## config.mk

```make
export PLATFORM = sky130hd
export DESIGN_NAME = psram_burst_ctrl_flat
export DESIGN_NICKNAME = d
export VERILOG_FILES = /design/src/rtl/psram_burst_ctrl_if.sv /design/src/rtl/psram_burst_ctrl.sv /design/src/flat_wrapper.sv
export SDC_FILE = /design/constraint.sdc
export NUM_CORES = 1
export LEC_CHECK = 0
export CAP_MARGIN = 40
export CORE_MARGIN = 5
export CORE_UTILIZATION = 46
export DETAILED_ROUTE_END_ITERATION = 8
export PLACE_DENSITY = 0.81
export SLEW_MARGIN = 5
export SYNTH_ARGS = -nofsm -noshare
export SYNTH_HDL_FRONTEND = slang
export SYNTH_SLANG_ARGS = --single-unit
```

## constraint.sdc

```tcl
create_clock -name clk -period 2.27 [get_ports clk]
set_input_delay 0.227 -clock clk [delete_from_list [all_inputs] [get_ports clk]]
set_output_delay 0.227 -clock clk [all_outputs]
set_load 0.05 [all_outputs]
```

## src/rtl/psram_burst_ctrl_if.sv

```systemverilog
// Request, write-pop, read-return and PSRAM pin bundle for psram_burst_ctrl.
// Handshake: a request moves only on a cycle where req_valid && req_ready; wr_ready pops the word on wr_data that cycle.
interface psram_burst_ctrl_if #(
    parameter int ADDR_W = 23,
    parameter int DATA_W = 16
);
    logic              req_valid;
    logic              req_ready;
    logic              req_we;
    logic [ADDR_W-1:0] req_addr;
    logic [DATA_W-1:0] wr_data;
    logic              wr_ready;
    logic [DATA_W-1:0] rd_data;
    logic              rd_valid;
    logic              done;
    logic              err_timeout;
    logic              ps_ce_n;
    logic              ps_adv_n;
    logic              ps_oe_n;
    logic              ps_we_n;
    logic [ADDR_W-1:0] ps_addr;
    logic [DATA_W-1:0] ps_dq_o;
    logic              ps_dq_oe;
    logic [DATA_W-1:0] ps_dq_i;
    logic              ps_wait_q;

    // Controller view: serves arbiter requests and drives the PSRAM pins.
    modport slave (
        input  req_valid, req_we, req_addr, wr_data, ps_dq_i, ps_wait_q,
        output req_ready, wr_ready, rd_data, rd_valid, done, err_timeout,
        output ps_ce_n, ps_adv_n, ps_oe_n, ps_we_n, ps_addr, ps_dq_o, ps_dq_oe
    );

    modport master (
        output req_valid, req_we, req_addr, wr_data, ps_dq_i, ps_wait_q,
        input  req_ready, wr_ready, rd_data, rd_valid, done, err_timeout,
        input  ps_ce_n, ps_adv_n, ps_oe_n, ps_we_n, ps_addr, ps_dq_o, ps_dq_oe
    );
endinterface

```

## src/rtl/psram_burst_ctrl.sv

```systemverilog
// Synchronous-burst PSRAM initiator: address cycle, fixed initial latency, WAIT-paced
// beats with a consecutive-WAIT timeout, and a chip-enable recovery cycle per burst.
module psram_burst_ctrl #(
    parameter int ADDR_W    = 23,
    parameter int DATA_W    = 16,
    parameter int BURST_LEN = 4,
    parameter int LAT_CYC   = 3,
    parameter int TIMEOUT   = 64
) (
    input  logic               clk,
    input  logic               rst,
    psram_burst_ctrl_if.slave  bus,
    output logic [2:0]         o_dbg_state
);
    localparam int BEAT_W = $clog2(BURST_LEN);
    localparam int TO_W   = $clog2(TIMEOUT + 1);

    localparam logic [BEAT_W-1:0] BEAT_LAST = BEAT_W'(BURST_LEN - 1);
    localparam logic [BEAT_W-1:0] BEAT_PRE  = BEAT_W'(BURST_LEN - 2);
    localparam logic [BEAT_W-1:0] BEAT_ONE  = BEAT_W'(1);
    localparam logic [2:0]        LAT_LAST  = 3'(LAT_CYC - 1);
    localparam logic [2:0]        LAT_PRE   = 3'(LAT_CYC - 2);
    localparam logic [TO_W-1:0]   TO_LAST   = TO_W'(TIMEOUT - 1);
    localparam logic [TO_W-1:0]   TO_ONE    = TO_W'(1);

    typedef enum logic [2:0] {
        S_IDLE  = 3'd0,
        S_ADDR  = 3'd1,
        S_LAT   = 3'd2,
        S_BURST = 3'd3,
        S_END   = 3'd4
    } state_t;

    state_t             r_state;
    logic               r_we;
    logic               r_abort;
    logic [2:0]         r_lat_cnt;
    logic [BEAT_W-1:0]  r_beat;
    logic [TO_W-1:0]    r_to_cnt;
    logic [DATA_W-1:0]  r_wbuf;
    logic               r_ce_n;
    logic               r_adv_n;
    logic               r_oe_n;
    logic               r_we_n;
    logic [ADDR_W-1:0]  r_addr;
    logic [DATA_W-1:0]  r_dq_o;
    logic               r_dq_oe;
    logic [DATA_W-1:0]  r_rd_data;
    logic               r_rd_valid;
    logic               r_wr_ready;
    logic               r_done;
    logic               r_err;

    logic               w_accept;
    logic [DATA_W-1:0]  w_wr_word;

    assign bus.req_ready = (r_state == S_IDLE) && !rst;
    assign w_accept      = bus.req_valid && bus.req_ready;
    // Next write word: the word being popped right now, else the one popped during a WAIT cycle.
    assign w_wr_word     = r_wr_ready ? bus.wr_data : r_wbuf;

    always_ff @(posedge clk) begin
        if (rst) begin
            r_state    <= S_IDLE;
            r_we       <= 1'b0;
            r_abort    <= 1'b0;
            r_lat_cnt  <= '0;
            r_beat     <= '0;
            r_to_cnt   <= '0;
            r_wbuf     <= '0;
            r_ce_n     <= 1'b1;
            r_adv_n    <= 1'b1;
            r_oe_n     <= 1'b1;
            r_we_n     <= 1'b1;
            r_addr     <= '0;
            r_dq_o     <= '0;
            r_dq_oe    <= 1'b0;
            r_rd_data  <= '0;
            r_rd_valid <= 1'b0;
            r_wr_ready <= 1'b0;
            r_done     <= 1'b0;
            r_err      <= 1'b0;
        end else begin
            r_rd_valid <= 1'b0;
            r_wr_ready <= 1'b0;
            r_done     <= 1'b0;
            r_err      <= 1'b0;
            case (r_state)
                S_IDLE: begin
                    if (w_accept) begin
                        r_we    <= bus.req_we;
                        r_abort <= 1'b0;
                        r_addr  <= bus.req_addr;
                        r_ce_n  <= 1'b0;
                        r_adv_n <= 1'b0;
                        r_we_n  <= ~bus.req_we;
                        r_state <= S_ADDR;
                    end
                end
                S_ADDR: begin
                    r_adv_n   <= 1'b1;
                    r_we_n    <= 1'b1;
                    r_lat_cnt <= '0;
                    if (LAT_CYC == 1) begin
                        r_oe_n     <= r_we;
                        r_wr_ready <= r_we;
                    end
                    r_state   <= S_LAT;
                end
                S_LAT: begin
                    if (r_lat_cnt == LAT_LAST) begin
                        r_beat   <= '0;
                        r_to_cnt <= '0;
                        if (r_we) begin
                            r_dq_oe    <= 1'b1;
                            r_dq_o     <= bus.wr_data;
                            r_wr_ready <= 1'b1;
                        end
                        r_state  <= S_BURST;
                    end else begin
                        r_lat_cnt <= r_lat_cnt + 3'd1;
                        if (r_lat_cnt == LAT_PRE) begin
                            r_oe_n     <= r_we;
                            r_wr_ready <= r_we;
                        end
                    end
                end
                S_BURST: begin
                    if (!bus.ps_wait_q) begin
                        r_to_cnt <= '0;
                        r_beat   <= r_beat + BEAT_ONE;
                        if (!r_we) begin
                            r_rd_data  <= bus.ps_dq_i;
                            r_rd_valid <= 1'b1;
                        end else if (r_beat != BEAT_LAST) begin
                            r_dq_o     <= w_wr_word;
                            r_wr_ready <= (r_beat < BEAT_PRE);
                        end
                        if (r_beat == BEAT_LAST) begin
                            r_ce_n  <= 1'b1;
                            r_oe_n  <= 1'b1;
                            r_dq_oe <= 1'b0;
                            r_state <= S_END;
                        end
                    end else begin
                        if (r_wr_ready) begin
                            r_wbuf <= bus.wr_data;
                        end
                        if (r_to_cnt == TO_LAST) begin
                            r_abort <= 1'b1;
                            r_ce_n  <= 1'b1;
                            r_oe_n  <= 1'b1;
                            r_dq_oe <= 1'b0;
                            r_state <= S_END;
                        end else begin
                            r_to_cnt <= r_to_cnt + TO_ONE;
                        end
                    end
                end
                S_END: begin
                    r_done  <= 1'b1;
                    r_err   <= r_abort;
                    r_state <= S_IDLE;
                end
                default: r_state <= S_IDLE;
            endcase
        end
    end

    assign bus.ps_ce_n     = r_ce_n;
    assign bus.ps_adv_n    = r_adv_n;
    assign bus.ps_oe_n     = r_oe_n;
    assign bus.ps_we_n     = r_we_n;
    assign bus.ps_addr     = r_addr;
    assign bus.ps_dq_o     = r_dq_o;
    assign bus.ps_dq_oe    = r_dq_oe;
    assign bus.rd_data     = r_rd_data;
    assign bus.rd_valid    = r_rd_valid;
    assign bus.wr_ready    = r_wr_ready;
    assign bus.done        = r_done;
    assign bus.err_timeout = r_err;
    assign o_dbg_state     = r_state;
endmodule

```

## src/flat_wrapper.sv

```systemverilog
// flat-port wrapper written by rule: the top's interface ports become plain ports
module psram_burst_ctrl_flat 
#(
    parameter int ADDR_W    = 23,
    parameter int DATA_W    = 16,
    parameter int BURST_LEN = 4,
    parameter int LAT_CYC   = 3,
    parameter int TIMEOUT   = 64
)
  (clk, rst, o_dbg_state, bus_req_valid, bus_req_we, bus_req_addr, bus_wr_data, bus_ps_dq_i, bus_ps_wait_q, bus_req_ready, bus_wr_ready, bus_rd_data, bus_rd_valid, bus_done, bus_err_timeout, bus_ps_ce_n, bus_ps_adv_n, bus_ps_oe_n, bus_ps_we_n, bus_ps_addr, bus_ps_dq_o, bus_ps_dq_oe);
  psram_burst_ctrl_if #(.ADDR_W(ADDR_W), .DATA_W(DATA_W)) bus_i ();
  input  logic clk;
  input  logic rst;
  output logic [2:0] o_dbg_state;
  input wire logic [$bits(bus_i.req_valid)-1:0] bus_req_valid;
  input wire logic [$bits(bus_i.req_we)-1:0] bus_req_we;
  input wire logic [$bits(bus_i.req_addr)-1:0] bus_req_addr;
  input wire logic [$bits(bus_i.wr_data)-1:0] bus_wr_data;
  input wire logic [$bits(bus_i.ps_dq_i)-1:0] bus_ps_dq_i;
  input wire logic [$bits(bus_i.ps_wait_q)-1:0] bus_ps_wait_q;
  output wire logic [$bits(bus_i.req_ready)-1:0] bus_req_ready;
  output wire logic [$bits(bus_i.wr_ready)-1:0] bus_wr_ready;
  output wire logic [$bits(bus_i.rd_data)-1:0] bus_rd_data;
  output wire logic [$bits(bus_i.rd_valid)-1:0] bus_rd_valid;
  output wire logic [$bits(bus_i.done)-1:0] bus_done;
  output wire logic [$bits(bus_i.err_timeout)-1:0] bus_err_timeout;
  output wire logic [$bits(bus_i.ps_ce_n)-1:0] bus_ps_ce_n;
  output wire logic [$bits(bus_i.ps_adv_n)-1:0] bus_ps_adv_n;
  output wire logic [$bits(bus_i.ps_oe_n)-1:0] bus_ps_oe_n;
  output wire logic [$bits(bus_i.ps_we_n)-1:0] bus_ps_we_n;
  output wire logic [$bits(bus_i.ps_addr)-1:0] bus_ps_addr;
  output wire logic [$bits(bus_i.ps_dq_o)-1:0] bus_ps_dq_o;
  output wire logic [$bits(bus_i.ps_dq_oe)-1:0] bus_ps_dq_oe;
  assign bus_i.req_valid = bus_req_valid;
  assign bus_i.req_we = bus_req_we;
  assign bus_i.req_addr = bus_req_addr;
  assign bus_i.wr_data = bus_wr_data;
  assign bus_i.ps_dq_i = bus_ps_dq_i;
  assign bus_i.ps_wait_q = bus_ps_wait_q;
  assign bus_req_ready = bus_i.req_ready;
  assign bus_wr_ready = bus_i.wr_ready;
  assign bus_rd_data = bus_i.rd_data;
  assign bus_rd_valid = bus_i.rd_valid;
  assign bus_done = bus_i.done;
  assign bus_err_timeout = bus_i.err_timeout;
  assign bus_ps_ce_n = bus_i.ps_ce_n;
  assign bus_ps_adv_n = bus_i.ps_adv_n;
  assign bus_ps_oe_n = bus_i.ps_oe_n;
  assign bus_ps_we_n = bus_i.ps_we_n;
  assign bus_ps_addr = bus_i.ps_addr;
  assign bus_ps_dq_o = bus_i.ps_dq_o;
  assign bus_ps_dq_oe = bus_i.ps_dq_oe;
  psram_burst_ctrl #(.ADDR_W(ADDR_W), .DATA_W(DATA_W), .BURST_LEN(BURST_LEN), .LAT_CYC(LAT_CYC), .TIMEOUT(TIMEOUT)) u_core (.clk(clk), .rst(rst), .bus(bus_i), .o_dbg_state(o_dbg_state));
endmodule
```

==> results_dict.tcl <==
set metrics [dict create \
    start_util 0.467 \
    cts_buffers 9 \
    r2r_setup_slack_ns 0.40 \
    ant_nets 0 \
    post_cts_resized 0 \
    max_clock_freq_mhz 460 \
    synth_seq_area_share 0.484 \
    synth_top_area_cell "dfxtp_1" \
    fin_ws_ns 0.0938 \
    dp_slack_ns 0.235 \
    setup_viol 0 \
    whs_ns 0.276 \
    tritoncts "built" \
    maxCapViolCount 0 \
    detail_route.iter0.violations 168 \
    final_hold_viol_count 0 \
    timing.rr.start "u_core.o_dbg_state[2]" \
    cts.sinks 97 \
    dpl_cell_area_um2 5370 \
    nFillCells 727 \
    dp_hpwl_um 7520 \
    overflow 0 \
    coreArea_um2 8590 \
    synthFlopType "dfxtp_1" \
    dr_total_vias 3658 \
    die_w_um 103 \
    worstPathArrival_ns 1.95 \
    fin_skew_ns 0.0245 \
    nNetsFinal 652 \
    netlist_area_um2 4010 \
    htree_num_levels 3 \
    clk_latency_ns 0.37 \
    reg2reg_depth 4 \
    crit_buf_inv 1 \
    rsz0062_at_grt "false" \
    place_congestion 0.834 \
    required_ns 2.04 \
    vias_per_cell 5.23 \
    cts_root_buf "clkbuf_8" \
    ys_top_cells_by_area "dfxtp_1 48%, nand2_1 12%, a21oi_1 5.2%" \
    clk_pin_slew_ns 0.11 \
    yosysUniqueCellTypes 52 \
    synth_edf_count 0 \
    synth_top_area_frac 0.484 \
    ioPinCount 128 \
    cp_slowest_cell "clkdlybuf4s50_1" \
    drt-wirelength-per-cell_um 14.8 \
    crit_family "buffers and inverters" \
    drc 0 \
    grtUsageTotal 0.196 \
    finalCritPeriodShare 0.959 \
    dieArea_um2 10700 \
    cp-end-kind "primary output" \
    grt_pass1_vias 3575 \
    hold_path_startpoint "rst" \
    hold_buffers 0 \
    synthCells 470 \
    p_leak_nw 2.05 \
    fin_crit_ns 2.18 \
    cp_max_fo 16 \
    ys_ff_latch 97 \
    status "finished, final reports clean" \
    wl_um 10300 \
    avgSynthCellArea_um2 8.54 \
    drive_gt1_frac 0.0743 \
    n_antenna_cell 0 \
    ys_warn_count 0 \
    die_h_um 103 \
    reg2reg_to "u_core.bus.rd_data[6]" \
    path_cells "clkdlybuf4s50_1" \
    power.density_nw_per_um2 632 \
    worst_slew_pin_slew_ns 0.583 \
    synth_nets 535 \
    rows 34 \
    fin_setup_tns_ns 0 \
    drtPass1Iterations 6 \
    placement.io_buffers 127 \
    clk_path_buf_depth 2 \
    cp-start-kind "flop" \
    antenna_found_initial 0 \
    hp-class "in -> reg" \
    slew_headroom 0.611 \
    min_path_cells 2 \
    area_delta_synth_final_pct 38.9 \
    stdcell_area_um2 5580 \
    cp_slowest_stage_delay_ns 0.92 \
    async_reset_ff_frac 0 \
    grt_pass1_wl_um 16800 \
    crit_type "reg -> out" \
    worst_hold_path.endpoint "u_core.r_we" \
    cts_setup_buffers 0 \
    final_cell_mix "124 x nand2_1, 124 x clkdlybuf4s50_1, 97 x dfxtp_1" \
    grt_max_degree 45 \
    slew_violations 0 \
    ir_worst_vdd_mv 0.422 \
]
==> state kept, by name (all words and copies together) (netlist names), 2 cells and up <==
| signal | cells |
|---|---|
| u_core.bus.ps_addr | 23 |
| u_core.bus.ps_dq_o | 16 |
| u_core.bus.rd_data | 16 |
| u_core.r_wbuf | 16 |
| u_core.r_to_cnt | 7 |
| u_core.o_dbg_state | 3 |
| u_core.r_lat_cnt | 3 |
| u_core.r_beat | 2 |
==> cell usage after synthesis (2+ instances only) <==
cell      instances
o211ai_2          2
nor3_1            7
a21oi_1          42
dfxtp_1          97
a21o_1            2
nor2_1           26
clkbuf_2          2
ha_1              5
o211ai_1          4
or4_1             2
nand3b_1         23
o21ai_0           9
and2_1            6
buf_2            16
o31ai_1           3
clkbuf_1         15
inv_1             8
nor2b_1           3
a211oi_1         17
nor4_1            2
nand2_1         124
mux2i_1          19
nor4b_1           3
nor3b_1           3
a31oi_1           2
a22oi_1           2
==> stage by stage <==
stage,instances,util,power [mW]
floorplan,470,-,2.18
global placement,684,0.625,2.41
detailed placement,684,0.625,2.42
CTS,700,0.649,3.55
global route,700,0.649,3.68
finish,700,0.649,3.52
==> worst max-delay path by stage <==
stage / from / end / slack (ns) / cells after the start
2_1_floorplan: u_core.o_dbg_state[0] / u_core.bus.ps_addr[10] / 0.08 / 7
3_5_place_dp: bus_ps_wait_q / u_core.r_wbuf[9] / 0.23 / 5
4_1_cts: u_core.o_dbg_state[2] / o_dbg_state[2] / 0.08 / 1
5_1_grt: u_core.o_dbg_state[2] / o_dbg_state[2] / 0.006 / 1
6_report: u_core.o_dbg_state[2] / o_dbg_state[2] / 0.09 / 1
3_3_place_gp: bus_ps_wait_q / u_core.o_dbg_state[2] / 0.35 / 5
==> layer usage <==
| layer | global-route usage | part of all wire | routed length, µm |
|---|---|---|---|
| met2 | 0.312 | 0.47 | 4830 |
| met3 | 0.0986 | 0.11 | 1150 |
| met5 | 0 | 0 | 0 |
| met4 | 0.0608 | 0.013 | 136 |
| met1 | 0.232 | 0.41 | 4220 |
==> final cells by class <==
class                   count  area [µm²]  share of cell area
inverters                   8        30.0             0.00538
well taps                 108         135              0.0242
repair buffers            141        1380               0.247
flip-flops and latches     97        1940               0.348
multi-input cells         330        1890               0.338
clock inverters             7        81.3              0.0146
clock buffers               9         124              0.0222
==> logic make-up (layout without fill, tap and decap cells) <==
kind of cell / count (synthesis) / after routing / synth area share
DFF: 97 / 97 / 0.484
adders and majority gates: 5 / 5 / 0.0156
and+or+nand+nor: 211 / 211 / 0.251
buffers and inverters: 43 / 165 / 0.0486
muxes: 20 / 20 / 0.0502
AOI/OAI and AO/OA: 94 / 94 / 0.151
==> worst reg2reg max path: stages, from the launching register on <==
cell and delay, ns:
dfxtp_1 0.49, nand3b_2 0.39, or3_1 0.63, nand2_1 0.16
a21oi_1 0.08
==> where the power goes <==
part	switching, mW	internal [mW]
sequential	0.0415	1.75
clock	0.696	0.441
combinational	0.342	0.249
total	1.08	2.44
Power figures use the tool's default switching activity.
